===== config.mk =====
export PLATFORM = sky130hd
export DESIGN_NAME = uart_tx_fifo
export DESIGN_NICKNAME = d
export VERILOG_FILES = /design/src/rtl/uart_tx_fifo.sv
export SDC_FILE = /design/constraint.sdc
export NUM_CORES = 1
export LEC_CHECK = 0
export ABC_CLOCK_PERIOD_IN_PS = 3200
export BUFFER_PORTS_ARGS = -buffer_cell sky130_fd_sc_hd__buf_2
export CAP_MARGIN = 15
export CELL_PAD_IN_SITES_DETAIL_PLACEMENT = 1
export CELL_PAD_IN_SITES_GLOBAL_PLACEMENT = 1
export CORE_UTILIZATION = 56
export CTS_BUF_LIST = sky130_fd_sc_hd__clkbuf_4 sky130_fd_sc_hd__clkbuf_8 sky130_fd_sc_hd__clkbuf_16
export DETAILED_ROUTE_END_ITERATION = 16
export GPL_TIMING_DRIVEN = 0
export PLACE_DENSITY = 0.91
export RECOVER_POWER = 25
export SETUP_SLACK_MARGIN = 0.4
export SLEW_MARGIN = 10
export SYNTH_ARGS = -nofsm -noshare
export SYNTH_HDL_FRONTEND = slang
export SYNTH_SLANG_ARGS = --single-unit

===== constraint.sdc =====
create_clock -name i_Clock -period 3.2 [get_ports i_Clock]
set_input_delay 0.16 -clock i_Clock [delete_from_list [all_inputs] [get_ports i_Clock]]
set_output_delay 0.16 -clock i_Clock [all_outputs]
set_load 0.01 [all_outputs]

===== src/rtl/uart_tx_fifo.sv =====
// Byte FIFO feeding a UART transmitter with a one-shot launch handshake.
// Bytes leave one at a time; the next launch waits for the transmitter's done pulse.
module uart_tx_fifo #(
  parameter int DEPTH = 16,
  localparam int AW = $clog2(DEPTH)
) (
  input  logic          i_Clock,
  input  logic          i_Rst_L,
  input  logic          i_Wr_DV,
  input  logic [7:0]    i_Wr_Byte,
  input  logic          i_Flush,
  output logic          o_Full,
  output logic          o_Empty,
  output logic [AW:0]   o_Count,
  output logic          o_Overflow,
  output logic          o_TX_DV,
  output logic [7:0]    o_TX_Byte,
  input  logic          i_TX_Active,
  input  logic          i_TX_Done
);

  typedef enum logic {IDLE, BUSY} state_t;

  localparam logic [AW-1:0] PTR_ONE = 1;
  localparam logic [AW:0]   CNT_ONE = 1;
  localparam logic [AW:0]   CNT_MAX = (AW+1)'(DEPTH);

  logic [7:0]    mem [DEPTH];
  logic [AW-1:0] wr_ptr_q;
  logic [AW-1:0] rd_ptr_q;
  logic [AW:0]   count_q;
  logic [AW:0]   count_d;
  logic          full_q;
  logic          empty_q;
  logic          ovf_q;
  logic          dv_q;
  logic [7:0]    byte_q;
  state_t        state_q;
  state_t        state_d;
  logic          launch;
  logic          wr_acc;
  logic          wr_rej;
  logic          tx_active_unused;

  // Sequencing depends only on the done pulse, never the busy level.
  assign tx_active_unused = i_TX_Active;

  assign wr_acc = i_Wr_DV && !full_q && !i_Flush;
  assign wr_rej = i_Wr_DV && full_q && !i_Flush;

  always_comb begin
    state_d = state_q;
    launch  = 1'b0;
    unique case (state_q)
      IDLE: begin
        if (!empty_q && !i_Flush) begin
          launch  = 1'b1;
          state_d = BUSY;
        end
      end
      BUSY: begin
        if (i_TX_Done) state_d = IDLE;
      end
      default: state_d = IDLE;
    endcase
  end

  always_comb begin
    count_d = count_q;
    if (i_Flush) begin
      count_d = '0;
    end else if (wr_acc && !launch) begin
      count_d = count_q + CNT_ONE;
    end else if (launch && !wr_acc) begin
      count_d = count_q - CNT_ONE;
    end
  end

  always_ff @(posedge i_Clock) begin
    if (wr_acc) mem[wr_ptr_q] <= i_Wr_Byte;
  end

  always_ff @(posedge i_Clock or negedge i_Rst_L) begin
    if (!i_Rst_L) begin
      state_q  <= IDLE;
      wr_ptr_q <= '0;
      rd_ptr_q <= '0;
      count_q  <= '0;
      full_q   <= 1'b0;
      empty_q  <= 1'b1;
      ovf_q    <= 1'b0;
      dv_q     <= 1'b0;
      byte_q   <= 8'h00;
    end else begin
      state_q <= state_d;
      count_q <= count_d;
      full_q  <= (count_d == CNT_MAX);
      empty_q <= (count_d == '0);
      ovf_q   <= wr_rej;
      dv_q    <= launch;
      if (launch) byte_q <= mem[rd_ptr_q];
      if (i_Flush) begin
        wr_ptr_q <= '0;
        rd_ptr_q <= '0;
      end else begin
        if (wr_acc) wr_ptr_q <= wr_ptr_q + PTR_ONE;
        if (launch) rd_ptr_q <= rd_ptr_q + PTR_ONE;
      end
    end
  end

  assign o_Full     = full_q;
  assign o_Empty    = empty_q;
  assign o_Count    = count_q;
  assign o_Overflow = ovf_q;
  assign o_TX_DV    = dv_q;
  assign o_TX_Byte  = byte_q;

endmodule


# --- Yosys cells after proc, flatten, opt, wreduce, memory -nomap -nowiden ---
# Memories as Yosys holds them, arrays and structs flattened. A register that Yosys moved wholly into a read port is not among the register bits.
# Cells that the tools add are included.
word_totals:
  mem_count: 1
  ram_bits: 128
  word_cells: 44
  reg_bits: 18
mem_list:
  columns: ["name", "words", "word_bits", "rd", "rd_clocked_by_memory_dff", "write_ports", "line_no", "text"]
  rows:
  - ["mem", 16, 8, 1, 1, 1, "28", "logic [7:0] mem [DEPTH];"]
classes:
  n_reduce_logical: 16
  n_eq_ne: 1
  bitwise_logic: 1
  addsub: 4
  mux: 13
ops:
  columns: ["operator", "count"]
  rows:
  - ["4-bit 2-to-1 mux", 4]
  - ["5-bit 2-to-1 mux", 3]
  - ["4-bit by 1-bit adder with 4-bit output (second input constant)", 2]
  - ["1-bit logical AND", 7]
  - ["1-bit logical NOT", 6]
  - ["5-bit by 1-bit adder with 5-bit output (second input constant)", 1]
  - ["5-bit == test (second input constant)", 1]
  - ["5-bit logical NOT", 1]
  - ["1-bit 2-to-1 mux", 5]
  - ["5-bit by 1-bit subtractor with 5-bit output (second input constant)", 1]
  - ["2-bit nonzero test", 2]
  - ["1-bit one-hot mux with 2 select lines", 1]
  - ["1-bit inverter", 1]

# --- Longest topological paths before layout ---
# Gate-level depths: netlist (run 1).
logic_depth:
  word_depth: 9
  mapped_depth: 8

# --- Worst setup path before layout (run 1) ---
# OpenSTA, ideal clock, no wires.
synth_timing:
  path_kind: "register -> register"
  from: "reg count_q[0], in the netlist o_Count[0]"
  to: "reg full_q, in the netlist o_Full"
  setup_time_ps: 80
  n_path_buf: 0
  arrival_time_ps: 1679
  synth_period_minus_slack_ps: 1759
  t_required_ps: 3120
  path_slack_ps: 1441
  stages_incl_launch_ff: 7
  path_cell_list: "dfrtp_1 > inv_1 > ha_1 > or3_1 > a21oi_2 > o221ai_2 > nor3b_2"
synth_via:
  elab_chain_len: 5
  word_cells_on_any_way: 6
  classes_between: "add/sub: 2; eq/ne: 1; mux: 3"
synth_lines:
  columns: ["item", "line_no", "text"]
  rows:
  - ["from (decl)", "31", "logic [AW:0] count_q;"]
  - ["from (signal assigned)", "96", "count_q <= count_d;"]
  - ["5-bit by 1-bit subtractor with 5-bit output", "75", "count_d = count_q - CNT_ONE;"]
  - ["5-bit 2-to-1 mux", "74", "end else if (launch && !wr_acc) begin"]
  - ["5-bit 2-to-1 mux *", "72", "end else if (wr_acc && !launch) begin"]
  - ["5-bit 2-to-1 mux *", "70", "if (i_Flush) begin"]
  - ["5-bit == test *", "97", "full_q <= (count_d == CNT_MAX);"]
  - ["to (signal assigned)", "97", null]
  - ["to (decl)", "33", "logic full_q;"]
# Every way passes the cells marked *; elsewhere a longest branch is shown, timed or not.
# A chain may end at the register's enable or synchronous reset.

==> summary.txt, run 1 <==
Status
  • Run status: completed

Worst setup path
  • CP startpoint kind: flip-flop
  • Crit-path max FO: 10
  • Critical setup path kind: reg -> reg
  • Crit. End Element: flip-flop
  • WP depth: 5
  • Slowest CP cell: clkbuf_1
  • CP endpoint: o_TX_Byte[7]$_DFFE_PN0P_
  • WP data required: 3.61 ns
  • End of the worst register-to-register path: o_TX_Byte[7]$_DFFE_PN0P_
  • Worst R2R Setup Slack: 0.96 ns
  • FF-to-FF Start: rd_ptr_q[3]$_DFFE_PN0P_
  • Crit path from: rd_ptr_q[3]$_DFFE_PN0P_
  • CP bufs+invs: 3
  • CP cell instances: clkbuf_1, clkinv_1, buf_2, mux2i_1, o21ai_0
  • Worst R2R Path Depth: 5
  • Max stage delay on crit path: 0.47 ns
  • Crit-path leading delay family: buffers and inverters
  • Crit path DAT: 2.64 ns

STA
  • Final worst path period share: 69.9%
  • Measured slew at the worst slew-check pin: 0.908 ns
  • Worst slew margin: 39.3%
  • Clk_skew: 0.0114 ns
  • Unrepaired setup endpoints after global routing: false
  • # setup viols final: 0
  • Hold Fails Final Rpt: 0
  • Post-route setup TNS: 0 ns
  • Fmax: 0.447 GHz
  • Slew Viols, Final: 0
  • Post-route minimum period: 2.24 ns

Power
  • Sw Ratio: 30.4%
  • Peak VDD IR: 456 µV
  • Part of the power in registers: 42.7%
  • Power Dens Cells: 803 nW/µm²
  • Leakage power: 2.50 nW
  • Clock power frac: 34.8%
  • Internal: 0.00398 W
  • Logic pwr share: 22.5%
  • NetSw: 0.00174 W

Floorplan
  • Starting Density: 57.3%
  • Die width: 107 µm
  • IO Count: 31
  • Row cnt: 38
  • Die area: 11500 µm²
  • Die height: 107 µm
  • Core Area: 10800 µm²

Clocking
  • Num CTS Buffers: 17
  • CTS tree: done
  • Clk buf depth: 2
  • CTS H-tree lvls: 4
  • Latest clock arrival within the worst-skew pair: 0.53 ns
  • Worst-path clk slew: 0.07 ns
  • Post-CTS setup buffer count: 0
  • Clock root buffer: clkbuf_8
  • CTS sink cnt: 154

Yosys
  • Cell area after synthesis: 6210 µm²
  • Post-synth top flop: edfxtp_1
  • Synth Area in Simple Gates: 6.43%
  • XOR/XNOR Fraction of Synth Area: 0.988%
  • Top-count cell post-synth: edfxtp_1
  • Post-synth EDFFs: 128
  • Synth area leaders: edfxtp_1, mux4_2, dfrtp_1, nor2_1, nand2_1
  • Post-synth top area cell: edfxtp_1
  • Largest family of logic cells by synthesized area: multiplexers
  • Syn nets: 374
  • Synth top cells by count: edfxtp_1, mux4_2, nor2_1
  • Seq cells post-synth: 154
  • Register area share after synthesis: 72.4%
  • Yosys top cell area share: 61.9%
  • Async set-reset flop share out of synthesis: 16.9%
  • Adder-cell share of the synthesized area: 1.41%
  • Synth Area in Compound Gates: 3.91%
  • Synth warn: 0
  • Synth cell types: 45
  • Cell count after synthesis: 353
  • Multiplexer area fraction after synthesis: 13.2%
  • Synth Area per Inst: 17.6 µm²

Global route
  • First-pass GRT wire length: 24300 µm
  • Largest net degree at the start of global routing: 27
  • GRT Util Overall: 31.1%
  • Initial antenna violation count: 0
  • Remaining global-route overflow: 0
  • Number of global-route vias before repair: 3904

Routing
  • First DRT Iteration DRCs: 348
  • Vias/cell: 6.44
  • Via count: 3582
  • Routed Antenna Nets: 0
  • First-pass DRT Iterations: 5
  • Drt wl/cell: 29.2 µm
  • DRC: 0
  • Total Wirelength: 16200 µm

Worst hold path
  • Hold Path Class: in -> reg

Flow run
  • Maxcap violations: 0

Placement
  • Placed inst area: 6520 µm²
  • Post-DP HPWL: 9190 µm
  • Routability congestion estimate: 0.803
  • Port bufs: 28
  • Number of instances in the placed design: 521

Cells and area
  • Antenna diodes: 0
  • Final-stage net count: 425
  • Post-route design area: 7130 µm²
  • Final core utilization: 65.8%
  • Layout cell share with drive strength beyond 1: 25.5%
  • P&R area growth vs syn: 14.9%
  • Finished Layout Cells: 556
[layer usage]
metal  GRT usage [%]  part of all wire (%)  wire length [µm]  vias up
met5               0                     0                 0        -
met4            16.0                   4.5               736        0
met3            7.20                   6.2              1010       56
met2            51.0                    51              8250      186
met1            38.8                    38              6250     1868
li1                -                     -                 -     1472
[registers in the layout, summed over array words and instances, names as in the netlist]
register / cells
state_q: 1
o_Overflow: 1
o_Full: 1
o_TX_Byte: 8
rd_ptr_q: 4
o_Empty: 1
o_Count: 5
o_TX_DV: 1
wr_ptr_q: 4
mem: 128
[cell type report]
| type | count | area [µm²] |
|---|---|---|
| repair buffers | 32 | 173 |
| inverters | 9 | 33.8 |
| plain buffers | 13 | 68.8 |
| fillers | 944 | 3710 |
| flip-flops and latches | 154 | 4500 |
| multi-input cells | 177 | 1610 |
| clock buffers | 17 | 414 |
| well taps | 140 | 175 |
| clock inverters | 14 | 161 |
[power groups by stage]
stage / combinational, W / sequential [W] / clock (W)
2_1_floorplan: 0.000805 / 0.00247 / 0
3_3_place_gp: 0.00115 / 0.00246 / 0
3_5_place_dp: 0.00122 / 0.00247 / 0
4_1_cts: 0.00127 / 0.00244 / 0.00200
5_1_grt: 0.00137 / 0.00245 / 0.00206
6_report: 0.00129 / 0.00244 / 0.00199
[per-stage QoR]
stage | total power, W | hold slack (ns) | setup WS, ns
floorplan | 0.00328 | -0.136 | 1.44
global placement | 0.00361 | 0.196 | 1.15
detailed placement | 0.00369 | 0.206 | 1.03
CTS | 0.00571 | 0.0141 | 0.949
global route | 0.00588 | 0.0512 | 0.805
finish | 0.00572 | 0.0611 | 0.962
[logic make-up after synthesis]
logic type / count (synthesis)
buf+inv: 22
compound gates: 38
mux: 42
simple gates: 83
flops: 154
fa+ha+maj: 7
xor+xnor: 7
[repair_timing]
item / 4_1_cts / 5_1_grt
gates resized for setup: 0 / 0
hold buffers: 4 / 0
endpoints found under the hold margin: 28 / 0
endpoints found under the setup margin: 0 / 0
[worst min path at each step]
stage	start	end	slack, ns	cells after the start
global placement	i_Rst_L	o_Full$_DFF_PN0_	0.20	1
global route	i_Wr_Byte[6]	mem[3][6]$_DFFE_PP_	0.05	1
finish	i_Wr_Byte[6]	mem[3][6]$_DFFE_PP_	0.06	1
floorplan	i_Rst_L	o_Count[0]$_DFF_PN0_	-0.14	0
detailed placement	i_Rst_L	o_Full$_DFF_PN0_	0.21	1
CTS	i_Wr_Byte[0]	mem[1][0]$_DFFE_PP_	0.01	1
[layout by cell type (no fill, tap or decap), types with 8 or more instances in the layout]
cell type / synthesis / layout
edfxtp_1: 128 / 128
mux4_2: 31 / 31
nor2_1: 30 / 30
buf_2: 7 / 29
nand2_1: 27 / 27
dfrtp_1: 25 / 25
a21oi_1: 16 / 16
clkbuf_16: 0 / 16
o21ai_0: 11 / 11
clkbuf_1: 3 / 9
mux2i_1: 9 / 9
inv_1: 8 / 8
No activity file was read; power rests on OpenSTA's default activity.
==> run 2, diff against run 1 <==
--- a/config.mk
+++ b/config.mk
@@ -5,16 +5,16 @@
 export SDC_FILE = /design/constraint.sdc
 export NUM_CORES = 1
 export LEC_CHECK = 0
-export ABC_CLOCK_PERIOD_IN_PS = 3200
+export ABC_CLOCK_PERIOD_IN_PS = 2100
 export BUFFER_PORTS_ARGS = -buffer_cell sky130_fd_sc_hd__buf_2
 export CAP_MARGIN = 15
 export CELL_PAD_IN_SITES_DETAIL_PLACEMENT = 1
 export CELL_PAD_IN_SITES_GLOBAL_PLACEMENT = 1
-export CORE_UTILIZATION = 56
+export CORE_UTILIZATION = 52
 export CTS_BUF_LIST = sky130_fd_sc_hd__clkbuf_4 sky130_fd_sc_hd__clkbuf_8 sky130_fd_sc_hd__clkbuf_16
 export DETAILED_ROUTE_END_ITERATION = 16
 export GPL_TIMING_DRIVEN = 0
-export PLACE_DENSITY = 0.91
+export PLACE_DENSITY = 0.86
 export RECOVER_POWER = 25
 export SETUP_SLACK_MARGIN = 0.4
 export SLEW_MARGIN = 10
==> constraint.sdc (replaced) <==
create_clock -name i_Clock -period 2.1 [get_ports i_Clock]
set_input_delay 0.105 -clock i_Clock [delete_from_list [all_inputs] [get_ports i_Clock]]
set_output_delay 0.105 -clock i_Clock [all_outputs]
set_load 0.01 [all_outputs]
==> summary.txt, run 2 (synthesis gave the netlist of run 1 again) <==
Floorplan
  • Core Area: 11500 µm² (was 10800 µm²)
  • Row cnt: 39 (was 38)
  • Starting Density: 53.9% (was 57.3%)
  • Die width: 111 µm (was 107 µm)
  • Die height: 111 µm (was 107 µm)
  • Die area: 12400 µm² (was 11500 µm²)
  • IO Count: 31 (unchanged)

Clocking
  • Worst-path clk slew: 0.08 ns (was 0.07 ns)
  • Num CTS Buffers: 17 (unchanged)
  • CTS tree: done (unchanged)
  • Clock root buffer: clkbuf_16 (was clkbuf_8)
  • Latest clock arrival within the worst-skew pair: 0.44 ns (was 0.53 ns)
  • CTS sink cnt: 154 (unchanged)
  • CTS H-tree lvls: 4 (unchanged)
  • Clk buf depth: 2 (unchanged)

Cells and area
  • Most flops, register: mem (unchanged)
  • P&R area growth vs syn: 33.9% (was 14.9%)
  • Register area: 4500 µm² (about the same)
  • Antenna diodes: 0 (unchanged)
  • Post-route design area: 8310 µm² (was 7130 µm²)
  • Max FFs per register: 128 (unchanged)
  • Fillcell total: 938 (was 944)
  • Multi-input gate area: 2030 µm² (was 1610 µm²)
  • Finished Layout Cells: 604 (was 556)
  • Final-stage net count: 469 (was 425)
  • Highest-count cells in the layout ignoring fill and taps: edfxtp_1, mux4_2, buf_4, buf_2, dfrtp_1 (was edfxtp_1, mux4_2, nor2_1)
  • Most common cell after layout, fill and taps aside: edfxtp_1 (unchanged)
  • Layout cell share with drive strength beyond 1: 48.6% (was 25.5%)

Routing
  • Total Wirelength: 21100 µm (was 16200 µm)
  • Vias/cell: 6.57 (was 6.44)
  • First DRT Iteration DRCs: 386 (was 348)
  • First-pass DRT Iterations: 5 (unchanged)
  • Via count: 3968 (was 3582)
  • Drt wl/cell: 35.0 µm (was 29.2 µm)
  • Routed Antenna Nets: 0 (unchanged)
  • DRC: 0 (unchanged)

Worst setup path
  • WP data required: 2.46 ns (was 3.61 ns)
  • CP startpoint kind: flip-flop (unchanged)
  • Crit path DAT: 2.32 ns (was 2.64 ns)
  • Crit-path max FO: 5 (was 10)
  • Crit. End Element: flip-flop (unchanged)
  • Critical setup path kind: reg -> reg (unchanged)

STA
  • Hold Fails Final Rpt: 0 (unchanged)
  • Post-route setup TNS: 0 ns (unchanged)
  • # setup viols final: 0 (unchanged)
  • Slew Viols, Final: 0 (unchanged)
  • Unrepaired setup endpoints after global routing: true (was false)
  • Fmax: 0.509 GHz (was 0.447 GHz)
  • Worst slew margin: 37.8% (was 39.3%)
  • Post-route minimum period: 1.96 ns (was 2.24 ns)
  • Clk_skew: 0.0175 ns (was 0.0114 ns)
  • Final hold slack: 0.117 ns (was 0.0611 ns)
  • Final worst path period share: 93.6% (was 69.9%)
  • Measured slew at the worst slew-check pin: 0.934 ns (was 0.908 ns)

Global route
  • Remaining global-route overflow: 0 (unchanged)
  • Largest net degree at the start of global routing: 27 (unchanged)
  • Global Route met2 Usage: 58.0% (was 51.0%)
  • GRT Util Overall: 35.0% (was 31.1%)
  • First-pass GRT wire length: 29400 µm (was 24300 µm)
  • Met3 Track Usage GR: 6.89% (was 7.20%)
  • GR peak layer: met2 (unchanged)
  • Initial antenna violation count: 0 (unchanged)
  • Met1 Usage GRT: 46.3% (was 38.8%)
  • Number of global-route vias before repair: 4211 (was 3904)

Power
  • Leakage power: 2.94 nW (was 2.50 nW)
  • Power Dens Cells: 1260 nW/µm² (was 803 nW/µm²)
  • Peak VDD IR: 700 µV (was 456 µV)

Worst hold path
  • Hold Path Class: in -> reg (unchanged)

Flow run
  • Maxcap violations: 0 (unchanged)

Placement
  • Number of instances in the placed design: 524 (was 521)
  • Post-DP HPWL: 9190 µm (about the same)
  • Placed inst area: 6530 µm² (was 6520 µm²)
  • Routability congestion estimate: 0.759 (was 0.803)
  • Port bufs: 28 (unchanged)

Status
  • Run status: completed (unchanged)
[run 2: cell count changes in the layout (fill, tap and decap cells not counted), sizes merged]
| cell | change |
|---|---|
| buf | +45 |
| bufinv | +2 |
| clkbuf | +2 |
| clkinv | +1 |
| clkinvlp | -2 |
| dlygate4sd3 | -1 |
| inv | -2 |
[run 2: critical path, cell delays in order, from the launching register on]
cell and delay [ns]:
dfrtp_1 0.45, or3b_4 0.44, nor2_4 0.16, buf_4 0.16
a221o_1 0.24, o221ai_4 0.16, buf_4 0.18, nor3_4 0.10
[run 2: layout make-up]
class,instances,area share (%)
Clock inverter,13,2.29
Inverter,9,0.482
Clock buffer,19,5.30
Buffer,13,1.87
Timing Repair Buffer,76,9.37
Multi-Input combinational cell,177,24.4
Tap cell,143,2.15
Sequential cell,154,54.1
[run 2: power by group]
group | internal [W] | switching, W
clock network | 0.00204 | 0.00139
logic | 0.00158 | 0.00175
registers | 0.00352 | 0.000212
total | 0.00714 | 0.00335
[run 2: final timing paths]
path	startpoint	endpoint	slack [ns]	cells after the start
max	o_Full$_DFF_PN0_	o_Empty$_DFF_PN1_	0.14	7
min	i_Wr_Byte[6]	mem[6][6]$_DFFE_PP_	0.12	1
max reg2reg	o_Full$_DFF_PN0_	o_Empty$_DFF_PN1_	0.14	7
min reg2reg	o_TX_Byte[7]$_DFFE_PN0P_	o_TX_Byte[7]$_DFFE_PN0P_	0.55	2
max in group asynchronous	i_Rst_L	o_Count[1]$_DFF_PN0_	1.32	2
min in group asynchronous	i_Rst_L	o_TX_Byte[4]$_DFFE_PN0P_	0.28	2
[run 2: routing by layer]
metal,vias up,routed length [µm]
li1,1572,-
met1,2075,8090
met2,252,10700
met3,69,1490
met4,0,831
met5,-,0
[run 2: what timing repair did]
item                                    in CTS  in global routing
gates resized for setup                    103                 48
endpoints found under the setup margin     139                145
pin swaps                                   27                 12
cloned                                       2                  0
hold endpoints to repair                    27                  0
hold buffers                                 3                  0
setup buffers                               37                  6
[run 2: stage by stage]
step / total power [W] / setup slack, ns / utilization, %
floorplan: 0.00501 / 0.395 / -
global placement: 0.00550 / 0.0111 / 56.7
detailed placement: 0.00561 / -0.128 / 56.7
CTS: 0.00975 / 0.216 / 69.7
global route: 0.0107 / 0.106 / 72.2
finish: 0.0105 / 0.135 / 72.2
==> run 3, diff against run 2 <==
--- a/config.mk
+++ b/config.mk
@@ -10,6 +10,7 @@
 export CAP_MARGIN = 15
 export CELL_PAD_IN_SITES_DETAIL_PLACEMENT = 1
 export CELL_PAD_IN_SITES_GLOBAL_PLACEMENT = 1
+export CORE_MARGIN = 5
 export CORE_UTILIZATION = 52
 export CTS_BUF_LIST = sky130_fd_sc_hd__clkbuf_4 sky130_fd_sc_hd__clkbuf_8 sky130_fd_sc_hd__clkbuf_16
 export DETAILED_ROUTE_END_ITERATION = 16
==> summary.txt, run 3 (synthesis gave the netlist of run 1 again) <==
Status
  • Run status: completed (unchanged)

Power
  • Sw Ratio: 30.4% (was 31.9%)
  • Clock power frac: 32.2% (was 32.7%)
  • Power Dens Cells: 1200 nW/µm² (was 1260 nW/µm²)
  • Logic pwr share: 29.0% (was 31.7%)
  • Internal: 0.00670 W (was 0.00714 W)
  • Peak VDD IR: 951 µV (was 700 µV)
  • Part of the power in registers: 38.7% (was 35.6%)
  • Leakage power: 2.79 nW (was 2.94 nW)
  • NetSw: 0.00293 W (was 0.00335 W)

Worst setup path
  • Crit path DAT: 2.15 ns (was 2.32 ns)
  • CP startpoint kind: flip-flop (unchanged)
  • Critical setup path kind: reg -> reg (unchanged)
  • CP bufs+invs: 2 (unchanged)
  • Crit-path max FO: 5 (unchanged)
  • CP dominant cell by count: buf_12 (was buf_4)
  • Crit. End Element: flip-flop (unchanged)
  • CP endpoint: o_TX_Byte[4]$_DFFE_PN0P_ (was o_Empty$_DFF_PN1_)
  • Slowest CP cell: mux4_2 (was dfrtp_1)
  • Crit path from: rd_ptr_q[0]$_DFFE_PN0P_ (was o_Full$_DFF_PN0_)
  • Max stage delay on crit path: 0.50 ns (was 0.45 ns)
  • End of the worst register-to-register path: o_TX_Byte[4]$_DFFE_PN0P_ (was o_Empty$_DFF_PN1_)
  • WP data required: 2.39 ns (was 2.46 ns)
  • Worst R2R Path Depth: 7 (unchanged)
  • Crit-path leading delay family: multiplexers (was simple AND/OR/NAND/NOR gates)
  • Worst R2R Setup Slack: 0.24 ns (was 0.14 ns)
  • FF-to-FF Start: rd_ptr_q[0]$_DFFE_PN0P_ (was o_Full$_DFF_PN0_)
  • CP cell instances: buf_12, buf_12, mux4_2, nand2_2, a21oi_2, a21oi_1, o21ai_1 (was or3b_4, nor2_4, buf_4, a221o_1, o221ai_4, buf_4, nor3_4)
  • WP depth: 7 (unchanged)

STA
  • Measured slew at the worst slew-check pin: 0.909 ns (was 0.934 ns)
  • Final worst path period share: 88.7% (was 93.6%)
  • Post-route minimum period: 1.86 ns (was 1.96 ns)
  • Unrepaired setup endpoints after global routing: true (unchanged)
  • Slew Viols, Final: 0 (unchanged)
  • Worst setup margin: 0.237 ns (was 0.135 ns)
  • Worst slew margin: 39.4% (was 37.8%)
  • Clk_skew: 0.0150 ns (was 0.0175 ns)
  • # setup viols final: 0 (unchanged)
  • Fmax: 0.537 GHz (was 0.509 GHz)
  • Hold Fails Final Rpt: 0 (unchanged)

Global route
  • First-pass GRT wire length: 26400 µm (was 29400 µm)
  • Remaining global-route overflow: 0 (unchanged)
  • GR peak layer: met2 (unchanged)
  • Number of global-route vias before repair: 4041 (was 4211)
  • Global Route met2 Usage: 43.1% (was 58.0%)
  • Met1 Usage GRT: 32.5% (was 46.3%)
  • Largest net degree at the start of global routing: 27 (unchanged)
  • GRT Util Overall: 26.1% (was 35.0%)
  • Met3 Track Usage GR: 5.84% (was 6.89%)
  • Initial antenna violation count: 0 (unchanged)

Worst hold path
  • Hold Path Class: in -> reg (unchanged)

Placement
  • Port bufs: 28 (unchanged)
  • Placed inst area: 6540 µm² (was 6530 µm²)
  • Routability congestion estimate: 0.791 (was 0.759)
  • Post-DP HPWL: 9580 µm (was 9190 µm)
  • Dpl ws: -0.150 ns (was -0.128 ns)

Floorplan
  • Die height: 119 µm (was 111 µm)
  • Row cnt: 40 (was 39)
  • Die width: 119 µm (was 111 µm)
  • Core Area: 11900 µm² (was 11500 µm²)
  • Starting Density: 52.3% (was 53.9%)
  • IO Count: 31 (unchanged)
  • Die area: 14200 µm² (was 12400 µm²)

Clocking
  • Clk buf depth: 2 (unchanged)
  • CTS H-tree lvls: 4 (unchanged)
  • Clock root buffer: clkbuf_16 (unchanged)
  • Worst-path clk slew: 0.06 ns (was 0.08 ns)
  • Latest clock arrival within the worst-skew pair: 0.44 ns (about the same)
  • CTS tree: done (unchanged)
  • CTS sink cnt: 154 (unchanged)
  • Num CTS Buffers: 17 (unchanged)

Cells and area
  • Max FFs per register: 128 (unchanged)
  • Layout cell share with drive strength beyond 1: 45.0% (was 48.6%)
  • Post-route design area: 8020 µm² (was 8310 µm²)
  • Highest-count cells in the layout ignoring fill and taps: edfxtp_1, mux4_2, buf_2 (was edfxtp_1, mux4_2, buf_4, buf_2, dfrtp_1)
  • P&R area growth vs syn: 29.3% (was 33.9%)
  • Antenna diodes: 0 (unchanged)
  • Most flops, register: mem (unchanged)
  • Final-stage net count: 457 (was 469)
  • Most common cell after layout, fill and taps aside: edfxtp_1 (unchanged)

Routing
  • Drt wl/cell: 31.9 µm (was 35.0 µm)
  • DRC: 0 (unchanged)
  • Vias/cell: 6.49 (was 6.57)
  • First-pass DRT Iterations: 5 (unchanged)
  • Via count: 3868 (was 3968)
  • Total Wirelength: 19000 µm (was 21100 µm)
  • First DRT Iteration DRCs: 357 (was 386)
  • Routed Antenna Nets: 0 (unchanged)

Flow run
  • Maxcap violations: 0 (unchanged)
[run 3: cell count changes in the layout (fill, tap and decap cells not counted), sizes merged]
cell,delta
clkinvlp,+4
clkinv,-2
inv,-2
buf,-13
clkbuf,+3
bufinv,-2
[run 3: worst register-to-register path, cell delays in order, from the launching register on]
cell and delay [ns]:
dfrtp_2 0.43, buf_12 0.16, buf_12 0.13, mux4_2 0.50, nand2_2 0.09, a21oi_2 0.08
a21oi_1 0.18, o21ai_1 0.15
[run 3: power by group through the flow]
stage	clock (W)	sequential, W	combinational (W)
after floorplan	0	0.00377	0.00124
final	0.00311	0.00373	0.00279
after detailed placement	0	0.00374	0.00189
after global routing	0.00328	0.00374	0.00292
after global placement	0	0.00373	0.00177
after CTS	0.00305	0.00370	0.00247
[run 3: area by class of cell]
class                           instances  area (µm²)
Clock inverter                         11         119
Inverter                                9        35.0
Buffer                                 13         150
Sequential cell                       154        4500
Multi-Input combinational cell        177        1900
Fill cell                             978        3840
Tap cell                              147         184
Timing Repair Buffer                   64         667
Clock buffer                           21         468
[run 3: worst min-delay path by stage]
stage	startpoint	to	slack (ns)	cells past startpoint
after CTS	i_Flush	o_Count[2]$_DFF_PN0_	0.05	3
after floorplan	i_Rst_L	o_Count[0]$_DFF_PN0_	-0.19	0
final	i_Flush	o_Count[2]$_DFF_PN0_	0.09	3
after global routing	i_Wr_Byte[5]	mem[12][5]$_DFFE_PP_	0.11	1
after global placement	i_Rst_L	o_Count[4]$_DFF_PN0_	0.14	1
after detailed placement	i_Rst_L	o_Full$_DFF_PN0_	0.15	1
[run 3: per-stage QoR]
stage	setup TNS, ns	hold slack [ns]	power [W]	util, %	cells
detailed placement	-0.387	0.147	0.00563	55.1	528
CTS	0	0.0494	0.00922	64.9	587
floorplan	0	-0.191	0.00501	-	353
global placement	0	0.144	0.00550	55.1	528
finish	0	0.0906	0.00963	67.6	596
global route	0	0.105	0.00995	67.6	596
[run 3: metal layers]
| layer | routed length [µm] | vias up |
|---|---|---|
| li1 | - | 1546 |
| met1 | 7190 | 2051 |
| met2 | 9670 | 222 |
| met3 | 1450 | 49 |
| met4 | 714 | 0 |
| met5 | 0 | - |
[run 3: repair_timing]
action	in CTS	in global routing
hold buffers	3	0
buffers inserted	21	9
gates resized for setup	75	49
pin swaps	13	19
gates cloned	3	0
endpoints found under the setup margin	139	141
hold endpoints to repair	27	0
